### src/rtl/axi_bram_writer_if.sv
// AXI4-Lite write-channel bundle (AW, W, B) for axi_bram_writer.
interface axi_bram_writer_if #(
    parameter int ADDR_W = 16,
    parameter int DATA_W = 32
);
    logic [ADDR_W-1:0]   awaddr;
    logic                awvalid;
    logic                awready;
    logic [DATA_W-1:0]   wdata;
    logic [DATA_W/8-1:0] wstrb;
    logic                wvalid;
    logic                wready;
    logic [1:0]          bresp;
    logic                bvalid;
    logic                bready;

    modport master (
        output awaddr, awvalid, wdata, wstrb, wvalid, bready,
        input  awready, wready, bresp, bvalid
    );

    modport slave (
        input  awaddr, awvalid, wdata, wstrb, wvalid, bready,
        output awready, wready, bresp, bvalid
    );
endinterface

### src/rtl/axi_bram_writer.sv
// AXI4-Lite write-only slave feeding BRAM port A, one word per transaction.
// Define AXI_BRAM_WRITER_WSTRB_EN to honour wstrb as byte write enables.
module axi_bram_writer #(
    parameter int AXI_DATA_WIDTH  = 32,
    parameter int AXI_ADDR_WIDTH  = 16,
    parameter int BRAM_DATA_WIDTH = 32,
    parameter int BRAM_ADDR_WIDTH = 10
) (
    input  logic                         aclk,
    input  logic                         aresetn,
    axi_bram_writer_if.slave             s_axi,
    output logic                         bram_porta_clk,
    output logic                         bram_porta_rst,
    output logic [BRAM_ADDR_WIDTH-1:0]   bram_porta_addr,
    output logic [BRAM_DATA_WIDTH-1:0]   bram_porta_wrdata,
    output logic [BRAM_DATA_WIDTH/8-1:0] bram_porta_we
);
    localparam int STRB_W   = AXI_DATA_WIDTH / 8;
    localparam int WE_W     = BRAM_DATA_WIDTH / 8;
    localparam int ADDR_LSB = $clog2(STRB_W);
    localparam int ADDR_MSB = ADDR_LSB + BRAM_ADDR_WIDTH - 1;

    logic                       aw_full;
    logic                       w_full;
    logic                       bvalid;
    logic                       aw_hs;
    logic                       w_hs;
    logic                       wr_fire;
    logic [BRAM_ADDR_WIDTH-1:0] aw_addr_q;
    logic [BRAM_DATA_WIDTH-1:0] w_data_q;
    logic [BRAM_ADDR_WIDTH-1:0] addr_q;
    logic [BRAM_DATA_WIDTH-1:0] wrdata_q;

    // Upper awaddr bits are dropped on purpose: addresses wrap over the BRAM.
    logic [AXI_ADDR_WIDTH-1:0]  unused_awaddr;
    assign unused_awaddr = s_axi.awaddr;

    assign aw_hs   = s_axi.awvalid & ~aw_full;
    assign w_hs    = s_axi.wvalid & ~w_full;
    assign wr_fire = aw_full & w_full & ~bvalid;

    assign s_axi.awready = ~aw_full;
    assign s_axi.wready  = ~w_full;
    assign s_axi.bresp   = 2'b00;
    assign s_axi.bvalid  = bvalid;

    always_ff @(posedge aclk or negedge aresetn) begin
        if (!aresetn) begin
            aw_full   <= 1'b0;
            aw_addr_q <= '0;
        end else if (wr_fire) begin
            aw_full   <= 1'b0;
        end else if (aw_hs) begin
            aw_full   <= 1'b1;
            aw_addr_q <= s_axi.awaddr[ADDR_MSB:ADDR_LSB];
        end
    end

    always_ff @(posedge aclk or negedge aresetn) begin
        if (!aresetn) begin
            w_full   <= 1'b0;
            w_data_q <= '0;
        end else if (wr_fire) begin
            w_full   <= 1'b0;
        end else if (w_hs) begin
            w_full   <= 1'b1;
            w_data_q <= s_axi.wdata;
        end
    end

    always_ff @(posedge aclk or negedge aresetn) begin
        if (!aresetn) begin
            bvalid <= 1'b0;
        end else if (wr_fire) begin
            bvalid <= 1'b1;
        end else if (bvalid && s_axi.bready) begin
            bvalid <= 1'b0;
        end
    end

    // Port A address/data keep the last written word between write cycles.
    always_ff @(posedge aclk or negedge aresetn) begin
        if (!aresetn) begin
            addr_q   <= '0;
            wrdata_q <= '0;
        end else if (wr_fire) begin
            addr_q   <= aw_addr_q;
            wrdata_q <= w_data_q;
        end
    end

    assign bram_porta_clk    = aclk;
    assign bram_porta_rst    = ~aresetn;
    assign bram_porta_addr   = wr_fire ? aw_addr_q : addr_q;
    assign bram_porta_wrdata = wr_fire ? w_data_q : wrdata_q;

`ifdef AXI_BRAM_WRITER_WSTRB_EN
    logic [WE_W-1:0] w_strb_q;

    always_ff @(posedge aclk or negedge aresetn) begin
        if (!aresetn) begin
            w_strb_q <= '0;
        end else if (w_hs) begin
            w_strb_q <= s_axi.wstrb;
        end
    end

    assign bram_porta_we = wr_fire ? w_strb_q : '0;
`else
    logic [STRB_W-1:0] unused_wstrb;
    assign unused_wstrb  = s_axi.wstrb;
    assign bram_porta_we = {WE_W{wr_fire}};
`endif
endmodule

### src/flat_wrapper.sv
// flat-port wrapper written by rule: the top's interface ports become plain ports
module axi_bram_writer_flat 
#(
    parameter int AXI_DATA_WIDTH  = 32,
    parameter int AXI_ADDR_WIDTH  = 16,
    parameter int BRAM_DATA_WIDTH = 32,
    parameter int BRAM_ADDR_WIDTH = 10
)
  (aclk, aresetn, bram_porta_clk, bram_porta_rst, bram_porta_addr, bram_porta_wrdata, bram_porta_we, s_axi_awaddr, s_axi_awvalid, s_axi_wdata, s_axi_wstrb, s_axi_wvalid, s_axi_bready, s_axi_awready, s_axi_wready, s_axi_bresp, s_axi_bvalid);
  axi_bram_writer_if #(.ADDR_W(16), .DATA_W(32)) s_axi_i ();
  input  logic aclk;
  input  logic aresetn;
  output logic bram_porta_clk;
  output logic bram_porta_rst;
  output logic [BRAM_ADDR_WIDTH-1:0] bram_porta_addr;
  output logic [BRAM_DATA_WIDTH-1:0] bram_porta_wrdata;
  output logic [BRAM_DATA_WIDTH/8-1:0] bram_porta_we;
  input wire logic [$bits(s_axi_i.awaddr)-1:0] s_axi_awaddr;
  input wire logic [$bits(s_axi_i.awvalid)-1:0] s_axi_awvalid;
  input wire logic [$bits(s_axi_i.wdata)-1:0] s_axi_wdata;
  input wire logic [$bits(s_axi_i.wstrb)-1:0] s_axi_wstrb;
  input wire logic [$bits(s_axi_i.wvalid)-1:0] s_axi_wvalid;
  input wire logic [$bits(s_axi_i.bready)-1:0] s_axi_bready;
  output wire logic [$bits(s_axi_i.awready)-1:0] s_axi_awready;
  output wire logic [$bits(s_axi_i.wready)-1:0] s_axi_wready;
  output wire logic [$bits(s_axi_i.bresp)-1:0] s_axi_bresp;
  output wire logic [$bits(s_axi_i.bvalid)-1:0] s_axi_bvalid;
  assign s_axi_i.awaddr = s_axi_awaddr;
  assign s_axi_i.awvalid = s_axi_awvalid;
  assign s_axi_i.wdata = s_axi_wdata;
  assign s_axi_i.wstrb = s_axi_wstrb;
  assign s_axi_i.wvalid = s_axi_wvalid;
  assign s_axi_i.bready = s_axi_bready;
  assign s_axi_awready = s_axi_i.awready;
  assign s_axi_wready = s_axi_i.wready;
  assign s_axi_bresp = s_axi_i.bresp;
  assign s_axi_bvalid = s_axi_i.bvalid;
  axi_bram_writer #(.AXI_DATA_WIDTH(AXI_DATA_WIDTH), .AXI_ADDR_WIDTH(AXI_ADDR_WIDTH), .BRAM_DATA_WIDTH(BRAM_DATA_WIDTH), .BRAM_ADDR_WIDTH(BRAM_ADDR_WIDTH)) u_core (.aclk(aclk), .aresetn(aresetn), .s_axi(s_axi_i), .bram_porta_clk(bram_porta_clk), .bram_porta_rst(bram_porta_rst), .bram_porta_addr(bram_porta_addr), .bram_porta_wrdata(bram_porta_wrdata), .bram_porta_we(bram_porta_we));
endmodule
### config.mk
export PLATFORM = sky130hd
export DESIGN_NAME = axi_bram_writer_flat
export DESIGN_NICKNAME = d
export VERILOG_FILES = /design/src/rtl/axi_bram_writer_if.sv /design/src/rtl/axi_bram_writer.sv /design/src/flat_wrapper.sv
export SDC_FILE = /design/constraint.sdc
export NUM_CORES = 1
export LEC_CHECK = 0
export BUFFER_PORTS_ARGS = -buffer_cell sky130_fd_sc_hd__buf_4
export CAP_MARGIN = 20
export CORE_ASPECT_RATIO = 1.1
export CORE_UTILIZATION = 54
export DETAILED_ROUTE_END_ITERATION = 7
export PLACE_DENSITY_LB_ADDON = 0.2
export SLEW_MARGIN = 20
export SYNTH_ARGS = -nofsm -noshare
export SYNTH_HDL_FRONTEND = slang
export SYNTH_SLANG_ARGS = --single-unit
### constraint.sdc
create_clock -name aclk -period 3.6 [get_ports aclk]
set_clock_uncertainty 0.15 [all_clocks]
set_input_delay 0.72 -clock aclk [delete_from_list [all_inputs] [get_ports aclk]]
set_output_delay 0.72 -clock aclk [all_outputs]
set_load 0.02 [all_outputs]
==> metrics.csv, run 1 <==
stage,metric,value,unit
global_route,largest net degree at the start of global routing,88,
critical_path,"Slowest-stage cell, CP",buf_4,
floorplan,Die H,86.2,um
detailed_routing,DRC,0,
timing,"Setup violations, final",0,
power_and_ir_drop,Pwr per Cell Area,1150,mW/mm^2
detailed_routing,Pre-Repair DR Iteration Count,2,
synth,number of synthesized register bits,87,
critical_path,Top delay family on crit path,buffers and inverters,
synth,post-synth top area share,0.625,
floorplan,Initial Util,0.562,
cells_and_area,antenna fix cells,0,
cells_and_area,multi-input logic area,0.00114,sq mm
synth,register area share after synthesis,0.625,
timing,Fin. Hold Viols,0,
detailed_routing,Vias per Instance,4.93,
detailed_routing,post-route ant nets,0,
clock_network,Clock Pin Slew Worst Setup and Hold Paths,0.08,ns
placement,# port buffers,97,
synth,Post-Syn Instances,200,
synth,Synth Cell Area,0.00348,sq mm
floorplan,row count,30,
clock_network,Post-CTS Setup Inserts,0,
global_route,remaining global-route overflow,0,
cells_and_area,"commonest non-fill, non-tap cell in the layout",buf_4,
synth,Unique masters post-synth,14,
timing,sum of negative setup slack,0,ns
detailed_routing,met1 WL,2610,um
run_status,status,"finished, final reports clean",
min_path,worst hold path class,in -> async,
timing,RSZ-0062 raised after global routing,no,
clock_network,cells resized by post-CTS repair,0,
critical_path,Reg2Reg Depth,2,
cells_and_area,"leading cell types in the layout, fill and taps excluded","buf_4, dfrtp_1, mux2_2",
power_and_ir_drop,P_int,3.39,mW
global_route,global-route wire length before repair,9630,um
placement,Post-DP HPWL,3960,um
cells_and_area,register area,0.00218,sq mm
critical_path,FF-to-FF setup slack,1.79,ns
critical_path,Worst Setup SP,aclk,
power_and_ir_drop,Switch Pwr,1.75,mW
synth,post-synthesis xor/xnor area fraction,0,
synth,largest family of logic cells by synthesized area,multiplexers,
detailed_routing,DR vias,1883,
detailed_routing,DR top layer,met4,
critical_path,required time of the critical path,2.73,ns
detailed_routing,DR WL met2,2740,um
floorplan,die width,78.6,um
cells_and_area,Final nets,356,
power_and_ir_drop,switching share of power,0.340,
synth,dominant cells by area after synthesis,"dfrtp_1, mux2_4, mux2_2",
critical_path,Worst setup EP type,output port,
critical_path,CP bufs+invs,3,
clock_network,clock latency on the worst-skew pair,0.44,ns
power_and_ir_drop,worst vdd ir,697,uV
cells_and_area,Layout fillers,425,
global_route,vias in the first global route,1995,
detailed_routing,drt wl/cell,15.6,um
critical_path,kind of start point of the critical path,clock port,
timing,Slew headroom,0.391,
timing,Fin Hold WS,0.275,ns
cells_and_area,share of cells above drive strength 1,0.672,
critical_path,worst-path cell chain,clkbuf_8 -> clkbuf_8 -> buf_4,
synth,Syn. warnings,0,
job,Max Cap Viol,0,
timing,Final Max Tran Viols,0,
power_and_ir_drop,leak pwr,2.22,nW
clock_network,CTS tree,built,
synth,post-synthesis compound-gate area fraction,0.00575,
critical_path,reg2reg end,u_core.aw_addr_q[5]$_DFFE_PN0P_,
power_and_ir_drop,Gate power share,0.497,
placement,Routability Congestion,0.677,
global_route,initial antenna violation count,0,
clock_network,hold_buf cts,0,
floorplan,die area,0.00678,sq mm
timing,Worst Max-Slew Pin Slew,0.911,ns
power_and_ir_drop,part of the power in registers,0.328,
synth,Mean Syn Cell Area,17.4,sq um
critical_path,crit-path max FO,2,
power_and_ir_drop,clock share of power,0.175,
detailed_routing,DRT iter0 DRCs,65,
critical_path,worst path arrival time,2.17,ns
critical_path,RR Startpoint,u_core.aw_full$_DFFE_PN0P_,
floorplan,IO Pins,110,
critical_path,WS Path Type,clk -> out,
global_route,total track usage,0.192,
synth,Synth Area in Adders,0,
synth,simple logic cell fraction of the synthesized area,0.00575,
detailed_routing,wire length on met3,457,um
synth,"area leader, netlist",dfrtp_1,
cells_and_area,area grow syn2layout,28.5,%
critical_path,CP max stage delay,0.14,ns
detailed_routing,Routed WL,5950,um
critical_path,critical path's most frequent cell,clkbuf_8,
floorplan,Core ar.,0.00619,sq mm
synth,mux cell area share after synthesis,0.313,
## layout make-up
cell class                 count  area share
clock inverter                 4      0.0212
timing repair buffer         100       0.169
clock buffer                  14      0.0417
tap                           80      0.0224
inverter                       5     0.00419
multi-input combinational     92       0.256
sequential                    87       0.486
## per-layer routing
layer	up-vias	track usage
met4	0	0.103
met2	64	0.273
met1	937	0.250
li1	867	-
met5	-	0
met3	15	0.0800
## synth_stat cells
cell and instances:
buf_2 1, buf_4 7, buf_6 7, clkbuf_2 1, clkbuf_8 1, conb_1 1, dfrtp_1 87, inv_1 5
mux2_2 46, mux2_4 38, nand3b_1 1, nor2b_1 2, o21a_1 2, o21ai_0 1
## power groups by stage
stage	logic (mW)	clock network, mW	registers [mW]
final	2.55	0.898	1.69
after global routing	2.71	0.963	1.75
after CTS	2.59	0.920	1.69
after detailed placement	2.57	0.0325	1.72
after global placement	2.53	0.0325	1.68
after floorplan	1.83	0.0325	1.65
## worst reg2reg max path, cell delays in order (launching register included)
cell	delay [ns]
dfrtp_1	0.42
nor2b_1	0.72
mux2_2	0.42
## registers in the layout, indices dropped and copies added, names as in the netlist
signal / flops
u_core.wrdata_q: 32
u_core.aw_full: 1
u_core.s_axi.bvalid: 1
u_core.w_data_q: 32
u_core.aw_addr_q: 10
u_core.w_full: 1
u_core.addr_q: 10
## cell families (layout without fill, tap and decap cells)
| family | count (synthesis) | in the layout |
|---|---|---|
| multiplexers | 84 | 84 |
| AND/OR/NAND/NOR | 3 | 3 |
| flip-flops | 87 | 87 |
| other | 1 | 2 |
| AO/OA/AOI/OAI | 3 | 3 |
| buffers and inverters | 22 | 123 |
## worst max-delay path by stage
stage                     end  slack, ns  depth (start not counted)
2_1_floorplan  bram_porta_clk       0.80                          1
3_3_place_gp   bram_porta_clk       0.80                          1
3_5_place_dp   bram_porta_clk       0.80                          1
4_1_cts        bram_porta_clk       0.55                          3
5_1_grt        bram_porta_clk       0.55                          3
6_report       bram_porta_clk       0.56                          3
## metrics by stage
step | std cells | cell area, sq um | util | total power [mW] | setup WS, ns
after floorplan | 201 | 3490 | - | 3.52 | 0.796
after global placement | 365 | 4200 | 0.678 | 4.25 | 0.796
after detailed placement | 365 | 4200 | 0.678 | 4.32 | 0.796
after CTS | 382 | 4470 | 0.722 | 5.20 | 0.555
after global routing | 382 | 4480 | 0.723 | 5.42 | 0.554
final | 382 | 4480 | 0.723 | 5.14 | 0.559
No activity file was read; power rests on OpenSTA's default activity.
==> inputs of run 2 (changes only) <==
- CORE_UTILIZATION: 54 -> 46
- clock period: 3.6 -> 2.6 ns (I/O delays scaled with it)
==> run 2 against run 1 <==
Net effect: sequential cell count did not move; clock-buffer cell count rose by 3; the run now ends with DRC left; wire length rose by 14%; die area rose by 17%; critical endpoint is now bram_porta_wrdata[23]; combinational power rose by 73%; hold slack got worse by 0.17 ns.
==> metrics.csv, run 2 (synthesis results as in run 1) <==
stage,metric,value,unit
run_status,status,finished with violations,
run_status,violated checks,DRC,
power_and_ir_drop,leak pwr,2.41,nW
global_route,largest net degree at the start of global routing,41,
timing,Fin. Hold Viols,0,
cells_and_area,Finished Cell Area,0.00489,sq mm
timing,final worst path period need,2.54,ns
min_path,Hold Path Stages,2,
critical_path,"Slowest-stage cell, CP",dfrtp_1,
critical_path,worst-path cell chain,nand3b_1 -> buf_6 -> clkbuf_16 -> mux2_4 -> buf_6,
cells_and_area,"leading cell types in the layout, fill and taps excluded","dfrtp_1, buf_4, mux2_2",
critical_path,critical path's most frequent cell,buf_6,
critical_path,crit-path max FO,8,
critical_path,Reg2Reg Depth,4,
timing,Final Max Tran Viols,0,
cells_and_area,Final nets,379,
detailed_routing,DRC,6,
placement,Routability Congestion,0.711,
critical_path,CP Depth,5,
cells_and_area,Regs by FF count,"u_core.w_data_q: 32 flops, u_core.wrdata_q: 32 flops",
cells_and_area,area grow syn2layout,40.3,%
cells_and_area,"commonest non-fill, non-tap cell in the layout",dfrtp_1,
floorplan,Die H,93.3,um
clock_network,CTS tree,built,
floorplan,die width,85.0,um
global_route,initial antenna violation count,0,
detailed_routing,Vias per Instance,4.91,
power_and_ir_drop,Final Power,7.96,mW
detailed_routing,Routed WL,6770,um
detailed_routing,drt wl/cell,16.4,um
power_and_ir_drop,Pwr per Cell Area,1630,mW/mm^2
floorplan,IO Pins,110,
job,Max Cap Viol,0,
placement,DP Worst Slack,0.483,ns
placement,Post-DP HPWL,4260,um
detailed_routing,Pre-Repair DR Iteration Count,8,
global_route,remaining global-route overflow,0,
clock_network,clock latency on the worst-skew pair,0.45,ns
critical_path,CP bufs+invs,3,
global_route,global-route wire length before repair,10600,um
timing,Worst Max-Slew Pin Slew,0.509,ns
timing,"Setup violations, final",0,
timing,FMAX,393,MHz
critical_path,required time of the critical path,1.93,ns
global_route,GRT busiest layer,met2,
cells_and_area,multi-input logic area,0.00114,sq mm
cells_and_area,Layout fillers,523,
detailed_routing,DR vias,2023,
cells_and_area,antenna fix cells,0,
critical_path,kind of start point of the critical path,register,
detailed_routing,post-route ant nets,0,
timing,sum of negative setup slack,0,ns
global_route,vias in the first global route,2126,
timing,final cycle utilization of the critical path,0.978,
floorplan,Initial Util,0.486,
critical_path,WS Path Type,reg -> out,
critical_path,Top delay family on crit path,buffers and inverters,
power_and_ir_drop,worst vdd ir,936,uV
timing,RSZ-0062 raised after global routing,yes,
global_route,grt met2 use,0.273,
min_path,worst hold path class,in -> reg,
critical_path,Worst setup EP type,output port,
cells_and_area,share of cells above drive strength 1,0.688,
placement,# port buffers,97,
clock_network,Clock Pin Slew Worst Setup and Hold Paths,0.08,ns
global_route,total track usage,0.182,
global_route,GR Util met1,0.227,
detailed_routing,DRT iter0 DRCs,57,
placement,Placed Area,0.00426,sq mm
cells_and_area,register area,0.00218,sq mm
critical_path,worst path arrival time,1.87,ns
timing,Slew headroom,0.661,
timing,post-route setup slack,0.0567,ns
floorplan,die area,0.00792,sq mm
critical_path,CP max stage delay,0.39,ns
floorplan,row count,32,
floorplan,Core ar.,0.00717,sq mm
global_route,met3 usage,0.0688,
run 2: worst paths after layout:
kind / from / endpoint / slack, ns
max: u_core.s_axi.bvalid$_DFFE_PN0P_ / bram_porta_wrdata[23] / 0.06
min: s_axi_bready / u_core.s_axi.bvalid$_DFFE_PN0P_ / 0.11
max reg2reg: u_core.w_full$_DFFE_PN0P_ / u_core.w_data_q[1]$_DFFE_PN0P_ / 0.83
min reg2reg: u_core.wrdata_q[2]$_DFF_PN0_ / u_core.wrdata_q[2]$_DFF_PN0_ / 0.35
max in group asynchronous: aresetn / u_core.w_data_q[20]$_DFFE_PN0P_ / 1.19
min in group asynchronous: aresetn / u_core.wrdata_q[5]$_DFF_PN0_ / 0.33
run 2: area by class of cell:
class,instances,share of cell area
clock buffers,17,0.0425
clock inverters,3,0.0133
inverters,5,0.00384
multi-input cells,92,0.234
flip-flops and latches,87,0.445
well taps,85,0.0218
repair buffers,123,0.239
run 2: metrics by stage:
step | std cells | hold slack, ns | util
3_5_place_dp | 373 | 0.261 | 0.595
6_report | 412 | 0.106 | 0.682
5_1_grt | 412 | 0.0842 | 0.682
3_3_place_gp | 373 | 0.252 | 0.595
4_1_cts | 397 | 0.0813 | 0.641
2_1_floorplan | 201 | 0.0744 | -
run 2: worst reg2reg max path: stages, from the launching register on:
cell     delay (ns)
dfrtp_1        0.39
buf_4          0.15
nor2b_4        0.38
buf_12         0.24
mux2_2         0.35
run 2: timing repair:
item	in CTS	in global routing
hold buffers	1	0
buffers inserted	3	13
pin swaps	1	1
setup endpoints to repair	3	42
gates cloned	1	2
gates resized for setup	0	41
hold endpoints to repair	16	0
run 2: per-layer routing:
metal,up-vias,wire length (um)
met3,9,437
met5,-,0
met2,73,3280
li1,924,-
met1,1017,2940
met4,0,110
run 2: report_power, final:
group / internal [mW] / switching (mW) / leakage, nW
clock: 0.712 / 0.502 / 0.140
sequential: 2.06 / 0.270 / 1.02
combinational: 2.55 / 1.87 / 1.25
